### config.mk
export PLATFORM = sky130hd
export DESIGN_NAME = ddr3_frame_reader
export DESIGN_NICKNAME = d
export VERILOG_FILES = /design/src/rtl/ddr3_ctrl_pkg.sv /design/src/rtl/ddr3_frame_reader.sv
export SDC_FILE = /design/constraint.sdc
export NUM_CORES = 1
export LEC_CHECK = 0
export CAP_MARGIN = 20
export CORE_MARGIN = 4
export CORE_UTILIZATION = 50
export CTS_CLUSTER_DIAMETER = 150
export CTS_CLUSTER_SIZE = 24
export DETAILED_ROUTE_END_ITERATION = 12
export PLACE_DENSITY = 0.82
export SLEW_MARGIN = 30
export SYNTH_ARGS = -nofsm -noshare
export SYNTH_HDL_FRONTEND = slang
export SYNTH_SLANG_ARGS = --single-unit
### constraint.sdc
create_clock -name clk -period 5.7 [get_ports clk]
set_clock_uncertainty 0.05 [all_clocks]
set_input_delay 1.14 -clock clk [delete_from_list [all_inputs] [get_ports clk]]
set_output_delay 1.14 -clock clk [all_outputs]
set_load 0.01 [all_outputs]
### src/rtl/ddr3_ctrl_pkg.sv
// ---------------------------------------------------------------------------
// ddr3_ctrl_pkg
// Shared definitions for the DDR3 frame-buffer control slice: the frame
// reader FSM state type and the default geometry constants used by the
// register block and the frame reader.
// ---------------------------------------------------------------------------
package ddr3_ctrl_pkg;

  // Frame reader FSM states
  typedef enum logic [1:0] {
    IDLE = 2'd0,
    REQ  = 2'd1,
    DATA = 2'd2,
    DONE = 2'd3
  } rd_state_t;

  // Default geometry: 26-bit word addresses, 640x480 one-word pixels
  localparam int DDR_ADDR_W      = 26;
  localparam int DDR_BURST_LEN   = 16;
  localparam int DDR_FRAME_WORDS = 307200;

  // Width of the pixel FIFO free-space count
  localparam int FIFO_SPACE_W    = 16;

endpackage : ddr3_ctrl_pkg

### src/rtl/ddr3_frame_reader.sv
// ---------------------------------------------------------------------------
// ddr3_frame_reader
// Avalon-MM burst read master that drains the ping-pong DDR3 frame buffers
// into the VGA pixel FIFO. Buffers are served in strict alternation; a frame
// is fetched in bursts of at most BURST_LEN words, every word is forwarded
// one cycle after its readdatavalid beat, and the buffer's clear line pulses
// for one cycle together with the last word of the frame.
//
// Ports:
//   clk, reset_n                   clock, asynchronous active-low reset
//   buffer0/1_empty                per-buffer empty flags (0 = frame ready)
//   buffer0/1_offset               frame base word address per buffer
//   clear_buffer0/1                one-cycle pulse when a frame is consumed
//   avm_address/read/burstcount    Avalon burst read request
//   avm_waitrequest                slave stall
//   avm_readdata/readdatavalid     returned read beats
//   fifo_space                     free words in the pixel FIFO
//   pix_data/valid/sof/eof/buf     registered pixel stream to the FIFO
// ---------------------------------------------------------------------------
module ddr3_frame_reader
  import ddr3_ctrl_pkg::*;
#(
  parameter int ADDR_W      = DDR_ADDR_W,
  parameter int DATA_W      = 32,
  parameter int BURST_LEN   = DDR_BURST_LEN,
  parameter int FRAME_WORDS = DDR_FRAME_WORDS,
  parameter int BC_W        = 7
) (
  input  logic                    clk,
  input  logic                    reset_n,
  input  logic                    buffer0_empty,
  input  logic                    buffer1_empty,
  input  logic [ADDR_W-1:0]       buffer0_offset,
  input  logic [ADDR_W-1:0]       buffer1_offset,
  output logic                    clear_buffer0,
  output logic                    clear_buffer1,
  output logic [ADDR_W-1:0]       avm_address,
  output logic                    avm_read,
  output logic [BC_W-1:0]         avm_burstcount,
  input  logic                    avm_waitrequest,
  input  logic [DATA_W-1:0]       avm_readdata,
  input  logic                    avm_readdatavalid,
  input  logic [FIFO_SPACE_W-1:0] fifo_space,
  output logic [DATA_W-1:0]       pix_data,
  output logic                    pix_valid,
  output logic                    pix_sof,
  output logic                    pix_eof,
  output logic                    pix_buf
);

  localparam int WC_W = $clog2(FRAME_WORDS + 1);

  rd_state_t           r_state;
  rd_state_t           w_state_nxt;

  logic                r_cur_buf;
  logic [ADDR_W-1:0]   r_base;
  logic [WC_W-1:0]     r_word_cnt;
  logic [BC_W-1:0]     r_beat_cnt;

  logic                r_read;
  logic [ADDR_W-1:0]   r_address;
  logic [BC_W-1:0]     r_burstcount;

  logic [DATA_W-1:0]   r_pix_data;
  logic                r_pix_valid;
  logic                r_pix_sof;
  logic                r_pix_eof;
  logic                r_pix_buf;
  logic                r_clear0;
  logic                r_clear1;

  logic                w_cur_empty;
  logic [ADDR_W-1:0]   w_cur_offset;
  logic [WC_W-1:0]     w_remain;
  logic [BC_W-1:0]     w_len;
  logic                w_space_ok;
  logic                w_accept;
  logic                w_beat;
  logic                w_last_beat;
  logic                w_frame_end;

  assign w_cur_empty  = r_cur_buf ? buffer1_empty  : buffer0_empty;
  assign w_cur_offset = r_cur_buf ? buffer1_offset : buffer0_offset;

  // Burst length is the smaller of BURST_LEN and the words left in the
  // frame; compared at int width so BURST_LEN > FRAME_WORDS still works.
  assign w_remain   = WC_W'(FRAME_WORDS) - r_word_cnt;
  assign w_len      = (int'(w_remain) < BURST_LEN) ? BC_W'(w_remain) : BC_W'(BURST_LEN);
  assign w_space_ok = int'(fifo_space) >= int'(w_len);

  assign w_accept    = r_read & ~avm_waitrequest;
  // Beats are only meaningful while a burst is outstanding; stray
  // readdatavalid in any other state is dropped here.
  assign w_beat      = (r_state == DATA) & avm_readdatavalid;
  assign w_last_beat = w_beat & (r_beat_cnt == BC_W'(1));
  assign w_frame_end = w_last_beat & (r_word_cnt == WC_W'(FRAME_WORDS - 1));

  always_ff @(posedge clk or negedge reset_n) begin
    if (!reset_n) begin
      r_state <= IDLE;
    end else begin
      r_state <= w_state_nxt;
    end
  end

  always_comb begin
    w_state_nxt = r_state;
    case (r_state)
      IDLE: if (!w_cur_empty) w_state_nxt = REQ;
      REQ:  if (w_accept)     w_state_nxt = DATA;
      DATA: if (w_last_beat)  w_state_nxt = w_frame_end ? DONE : REQ;
      DONE: w_state_nxt = IDLE;
      default: w_state_nxt = IDLE;
    endcase
  end

  always_ff @(posedge clk or negedge reset_n) begin
    if (!reset_n) begin
      r_cur_buf    <= 1'b0;
      r_base       <= '0;
      r_word_cnt   <= '0;
      r_beat_cnt   <= '0;
      r_read       <= 1'b0;
      r_address    <= '0;
      r_burstcount <= '0;
      r_pix_data   <= '0;
      r_pix_valid  <= 1'b0;
      r_pix_sof    <= 1'b0;
      r_pix_eof    <= 1'b0;
      r_pix_buf    <= 1'b0;
      r_clear0     <= 1'b0;
      r_clear1     <= 1'b0;
    end else begin
      r_clear0    <= 1'b0;
      r_clear1    <= 1'b0;
      r_pix_valid <= 1'b0;
      r_pix_sof   <= 1'b0;
      r_pix_eof   <= 1'b0;
      case (r_state)
        IDLE: begin
          if (!w_cur_empty) begin
            r_base     <= w_cur_offset;
            r_word_cnt <= '0;
          end
        end
        REQ: begin
          if (!r_read) begin
            // Raise the request only once the FIFO can absorb the whole
            // burst, since the pixel stream has no backpressure.
            if (w_space_ok) begin
              r_read       <= 1'b1;
              r_address    <= r_base + ADDR_W'(r_word_cnt);
              r_burstcount <= w_len;
            end
          end else if (!avm_waitrequest) begin
            r_read     <= 1'b0;
            r_beat_cnt <= r_burstcount;
          end
        end
        DATA: begin
          if (avm_readdatavalid) begin
            r_beat_cnt  <= r_beat_cnt - BC_W'(1);
            r_word_cnt  <= r_word_cnt + WC_W'(1);
            r_pix_data  <= avm_readdata;
            r_pix_valid <= 1'b1;
            r_pix_sof   <= (r_word_cnt == '0);
            r_pix_eof   <= (r_word_cnt == WC_W'(FRAME_WORDS - 1));
            r_pix_buf   <= r_cur_buf;
            // Clear goes out alongside the last word of the frame.
            if (w_frame_end) begin
              r_clear0 <= ~r_cur_buf;
              r_clear1 <= r_cur_buf;
            end
          end
        end
        DONE: begin
          r_cur_buf <= ~r_cur_buf;
        end
        default: ;
      endcase
    end
  end

  assign clear_buffer0  = r_clear0;
  assign clear_buffer1  = r_clear1;
  assign avm_address    = r_address;
  assign avm_read       = r_read;
  assign avm_burstcount = r_burstcount;
  assign pix_data       = r_pix_data;
  assign pix_valid      = r_pix_valid;
  assign pix_sof        = r_pix_sof;
  assign pix_eof        = r_pix_eof;
  assign pix_buf        = r_pix_buf;

endmodule : ddr3_frame_reader

After elaboration in Yosys (flattened, before gate mapping)
Cells that the tools add are included.
{ "totals": {"register_bits": 127, "input_bits": 106, "elab_cells": 80} }
{ "classes": {"add_sub_neg": 4, "magnitude_cmp": 2, "n_eq_ne": 11, "mux": 30, "n_bitwise": 8, "n_reduce_logical": 10} }
{ "ops": {"columns": ["op", "count"], "rows": [
  ["19-bit 2-to-1 mux", 2],
  ["19-bit one-hot mux with 2 select lines", 1],
  ["7-bit 2-to-1 mux", 4],
  ["26-bit by 19-bit adder with 26-bit output", 1],
  ["26-bit 2-to-1 mux", 1],
  ["19-bit by 1-bit adder with 19-bit output (second input constant)", 1],
  ["19-bit equality test (second input constant)", 1],
  ["19-bit logical NOT", 1],
  ["19-bit by 5-bit < comparator with 1-bit output (second input constant)", 1],
  ["19-bit subtractor (first input constant)", 1],
  ["16-bit by 7-bit >= comparator with 1-bit output", 1],
  ["1-bit 2-to-1 mux", 16],
  ["7-bit one-hot mux with 2 select lines", 1],
  ["2-bit != test (second input constant)", 6],
  ["3-bit AND reduction", 3],
  ["2-bit 2-to-1 mux", 4],
  ["2-bit one-hot mux with 4 select lines", 1],
  ["7-bit by 1-bit equality test with 1-bit output (second input constant)", 1],
  ["7-bit by 1-bit subtractor with 7-bit output (second input constant)", 1],
  ["1-bit bitwise AND", 4],
  ["2-bit equality test (second input constant)", 2],
  ["1-bit NOT", 4],
  ["2-bit AND reduction", 2],
  ["4-bit AND reduction", 1],
  ["3 further kinds", 4]
]} }

Longest topological paths before layout
{ "logic_depth": {"ltp_word": 7, "depth_mapped": 18, "ltp_nobuf": 16} }

Worst setup path after synthesis
OpenSTA, ideal clock, no wires.
{ "synth_path": {"kind": "register -> register", "from": "register r_word_cnt[1]", "to": "register r_address[15] (netlist: avm_address[15])", "arrival_ps": 4198, "required_time_ps": 5515, "slack_ps": 1317, "stages_incl_launch_ff": 18, "synth_period_minus_slack_ps": 4383, "path_cell_list": "dfrtp_1 > inv_1 > ha_1 > nor4b_2 > a41oi_1 > o21ai_0 > mux2_2 > and4_1 > buf_6 > and2_4 > ha_1 > nand2b_1 > a211oi_1 > o31ai_1 > a21oi_1 > clkbuf_1 > clkbuf_1 > o21ai_0"} }
{ "synth_via": {"elab_chain_len": 5} }
{ "synth_rtl": {"columns": ["item", "line", "rtl"], "rows": [
  ["from (decl)", "ddr3_frame_reader.sv:58", "logic [WC_W-1:0] r_word_cnt;"],
  ["from (signal assigned)", "ddr3_frame_reader.sv:164", "r_word_cnt <= r_word_cnt + WC_W'(1);"],
  ["19-bit subtractor", "ddr3_frame_reader.sv:88", "assign w_remain = WC_W'(FRAME_WORDS) - r_word_cnt;"],
  ["19-bit by 5-bit < comparator with 1-bit output", "ddr3_frame_reader.sv:89", "assign w_len = (int'(w_remain) < BURST_LEN) ? BC_W'(w_remain) : BC_W'(BURST_LEN);"],
  ["7-bit 2-to-1 mux", "ddr3_frame_reader.sv:89", null],
  ["via w_len[0]", "ddr3_frame_reader.sv:76", "logic [BC_W-1:0] w_len;"],
  ["16-bit by 7-bit >= comparator with 1-bit output", "ddr3_frame_reader.sv:90", "assign w_space_ok = int'(fifo_space) >= int'(w_len);"],
  ["3-bit AND reduction (no line)", null, null],
  ["to (signal assigned)", "ddr3_frame_reader.sv:153", "r_address <= r_base + ADDR_W'(r_word_cnt);"],
  ["to (decl)", "ddr3_frame_reader.sv:62", "logic [ADDR_W-1:0] r_address;"]
]} }
The timed path passes the listed nets, and every way through them passes these cells.
A chain may end at the register's enable or synchronous reset.

Final worst setup path
{ "layout_path": {"from": "register r_word_cnt[1]", "to": "register r_address[22] (netlist: avm_address[22])"} }
Same word-level chain as after synthesis.

==> summary.txt <==
Run status
  • Status: finished clean

Power and ir drop
  • VDD IR max: 0.274 mV
  • Clock power share: between 20% and 30%
  • Power Density: around 460 mW/mm^2
  • Net Sw Frac: between 30% and 40%
  • Pint: between 2 and 3 mW
  • Lkg Pwr: about 4.3 nW
  • Combinational Power Share: between 40% and 50%
  • Flop pwr share: roughly 35%
  • Overall power: around 4.3 mW
  • Switch Pwr: between 1.5 and 2 mW

Route
  • Initial DRC Count: just under 600
  • Routed wire length: between 15 and 20 mm
  • Via count: around 6,400
  • Vias per Instance: 5.56
  • # DRC: 0
  • DR pass1 iterations: 7
  • Drt wl/cell: roughly 16 um
  • Final ANT Viol Nets: 0

Job
  • Max-cap viol count: 0

CTS
  • CTS tree: built
  • Clock latency on the worst-skew pair: approximately 0.42 ns
  • Hold buffer count at cts: 0
  • H-tree lvl count: 4
  • Root buf cell: clkbuf_16
  • Post-cts resize count: 0
  • Clock transition at the registers of the reported paths: 0.06 ns
  • Postcts setup bufs: 0
  • TritonCTS Sinks: 127
  • Clk buf depth: 2
  • CTS buffer count: 17

Yosys
  • YS warnings: 0
  • Share of the synthesized area in the top cell type: between 40 and 50%
  • Syn avg cell area: ~8.9 um^2
  • #FFs+latches synth: ~130
  • Post-synth ARST share: 100%
  • Synth area leader: dfrtp_1
  • Commonest register cell after synthesis: dfrtp_1
  • Post-synth EDFFs: 0
  • Post-synthesis cell count: slightly below 800
  • Distinct cells, synth: 66
  • Ranking of synthesized cells by area: dfrtp_1 (45%), nand2_1 (9.8%), ha_1 (5.3%)
  • Sequential element share of the synthesized area: 45.0%
  • Netlist Area Pre-Place: about 0.007 mm^2

Final layout
  • Layout net count: 1,091
  • Ratio of cells with drive above 1 in the final layout: under 10%
  • ANT cells: 0
  • Final Instance Area: roughly 0.0095 mm^2
  • Syn-to-layout area delta: 35.1%
  • Utilization after layout: around 70%
  • Fill cells: ~1,000
  • Final Instance Count excl. Fillers: about 1,100

STA
  • Hold slack: roughly 0.42 ns
  • Final slew viol count: 0
  • Crit share post-route: about nine tenths
  • Slew headroom: 42.6%
  • Slew @ Worst Pin: approximately 0.86 ns
  • Setup ws final: about 0.64 ns
  • Fmax: about 0.20 GHz
  • Final Critical Period: just over 5 ns
  • Final setup TNS: 0 ns
  • Endpoints failing hold: 0
  • # setup viols final: 0
  • RSZ-0062 raised after global routing: false

Critical path
  • Worst r2r src: r_word_cnt[1]
  • Crit path kind: flop to flop
  • Crit path capture type: flop
  • Worst endpoint data arrival time: between 5 and 6 ns
  • CP max FO: 32
  • Crit start category: flop
  • Beginning of the critical path: r_word_cnt[1]
  • Req. time, crit path: 5.95 ns

Floorplan
  • Rows: between 40 and 50
  • Die area: 0.0161 mm^2
  • Top Ports: 178
  • Overall die height: 127 um
  • Starting Density: between 50% and 60%
  • DIE WIDTH: 127 um
  • Core area: 0.0138 mm^2

Global route
  • Largest net degree at the start of global routing: between 60 and 70
  • Vias in the first global route: about 6,300
  • Tot GR Track Use: around a quarter
  • Initial antenna violation count: 0
  • GRT overflow: 0
  • First-pass GRT wire length: roughly 31 mm

Worst hold path
  • HP Start: pix_data[5]
  • Hold WC Path Type: flop to flop

Placement
  • DP Area: between 0.008 and 0.009 mm^2
  • Port Buf Inserts: approximately 180
  • Placed cells: approximately 1,100
  • Pre-CTS setup slack: approximately 0.76 ns
  • Gpl congestion: ~0.98
  • Detail Placement HPWL: around 13 mm
==> cells by family after synthesis <==
family / count (synthesis) / share of synthesized area [%]
flops: 127 / 45.0
fa+ha+maj: 31 / 5.60
xor+xnor: 27 / 3.35
simple gates: 339 / 22.3
mux: 35 / 5.11
buf+inv: 64 / 3.65
compound gates: 170 / 14.9
other cells: 1 / 0.0531
==> path summary, 6_finish.rpt <==
path	end	slack [ns]	cells after the start
worst max-delay path	avm_address[22]	0.64	15
worst min-delay path	pix_data[5]	0.42	2
worst max register to register	avm_address[22]	0.64	15
worst min register to register	pix_data[5]	0.42	2
max in group asynchronous	r_word_cnt[12]	4.16	2
min in group asynchronous	r_beat_cnt[5]	0.82	2
==> layout by cell type (no fill, tap or decap), drive strengths merged, types with 10 or more instances in the layout <==
| cell type | count |
|---|---|
| a211oi | 11 |
| a21o | 12 |
| a21oi | 27 |
| buf | 10 |
| clkbuf | 17 |
| clkdlybuf4s50 | 176 |
| dfrtp | 127 |
| ha | 30 |
| inv | 26 |
| mux2i | 27 |
| nand2 | 185 |
| nand3 | 19 |
| nor2 | 46 |
| nor3 | 13 |
| o21ai | 73 |
| xnor2 | 13 |
| xor2 | 14 |
==> final cells by class <==
class / instances / area [um^2] / share of cell area [%]
clock buffer: 17 / 425 / 4.46
multi-input combinational: 604 / 3640 / 38.2
timing repair buffer: 186 / 1850 / 19.4
clock inverter: 15 / 148 / 1.55
sequential: 127 / 3180 / 33.3
tap: 180 / 225 / 2.36
inverter: 18 / 67.6 / 0.709
==> power by group through the flow <==
stage	logic [mW]	clock network (mW)	registers (mW)
finish	1.79	1.05	1.50
global route	1.99	1.11	1.54
CTS	1.80	1.07	1.50
detailed placement	1.78	0	1.50
global placement	1.74	0	1.49
floorplan	0.955	0	1.52
==> routing by layer <==
| layer | vias to the layer above | wire length, um | GRT usage [%] |
|---|---|---|---|
| met1 | 2992 | 8000 | 30.2 |
| li1 | 3106 | - | - |
| met2 | 234 | 8710 | 37.1 |
| met4 | 0 | 458 | 9.09 |
| met5 | - | 0 | 0 |
| met3 | 41 | 1430 | 7.54 |
==> state kept, by name, indices dropped and copies added (netlist names) <==
signal and flops:
pix_data 32, avm_address 26, r_base 26, r_word_cnt 19, avm_burstcount 7, r_beat_cnt 7, r_state 2, avm_read 1
clear_buffer0 1, clear_buffer1 1, pix_buf 1, pix_eof 1, pix_sof 1, pix_valid 1, r_cur_buf 1
==> critical path, cell delays in order (launching register included) <==
cell       delay [ns]
dfrtp_1          0.45
inv_1            0.15
ha_1             0.22
nor4b_2          0.66
nand4_1          0.32
a2111oi_0        0.48
and4_1           0.40
and2_4           0.19
ha_1             0.21
nand2b_1         0.14
a211oi_1         0.24
o31ai_1          0.15
a21oi_4          0.58
buf_12           0.26
nor4b_1          0.06
or3_1            0.37
==> Yosys cell counts, types with 2 or more instances <==
| cell | instances |
|---|---|
| a2111oi_0 | 2 |
| a211oi_1 | 11 |
| a21o_1 | 12 |
| a21oi_1 | 27 |
| a22oi_1 | 5 |
| a311o_1 | 2 |
| a31oi_1 | 6 |
| a32oi_1 | 3 |
| and2_1 | 6 |
| and3_1 | 6 |
| and4_1 | 2 |
| and4b_1 | 3 |
| buf_1 | 7 |
| buf_2 | 2 |
| buf_6 | 2 |
| clkbuf_1 | 35 |
| dfrtp_1 | 127 |
| ha_1 | 30 |
| inv_1 | 17 |
| mux2_2 | 8 |
| mux2i_1 | 27 |
| nand2_1 | 185 |
| nand2b_1 | 7 |
| nand3_1 | 19 |
| nand3b_1 | 5 |
| nand4_1 | 8 |
| nor2_1 | 46 |
| nor2b_1 | 6 |
| nor3_1 | 13 |
| nor3b_1 | 4 |
| nor4_1 | 6 |
| nor4b_1 | 7 |
| o211ai_1 | 2 |
| o21a_1 | 3 |
| o21ai_0 | 71 |
| o21ai_1 | 2 |
| o21bai_1 | 2 |
| o221ai_1 | 2 |
| o31ai_1 | 7 |
| or2_2 | 2 |
| or3_1 | 7 |
| xnor2_1 | 13 |
| xor2_1 | 14 |
Power figures use the tool's default switching activity.
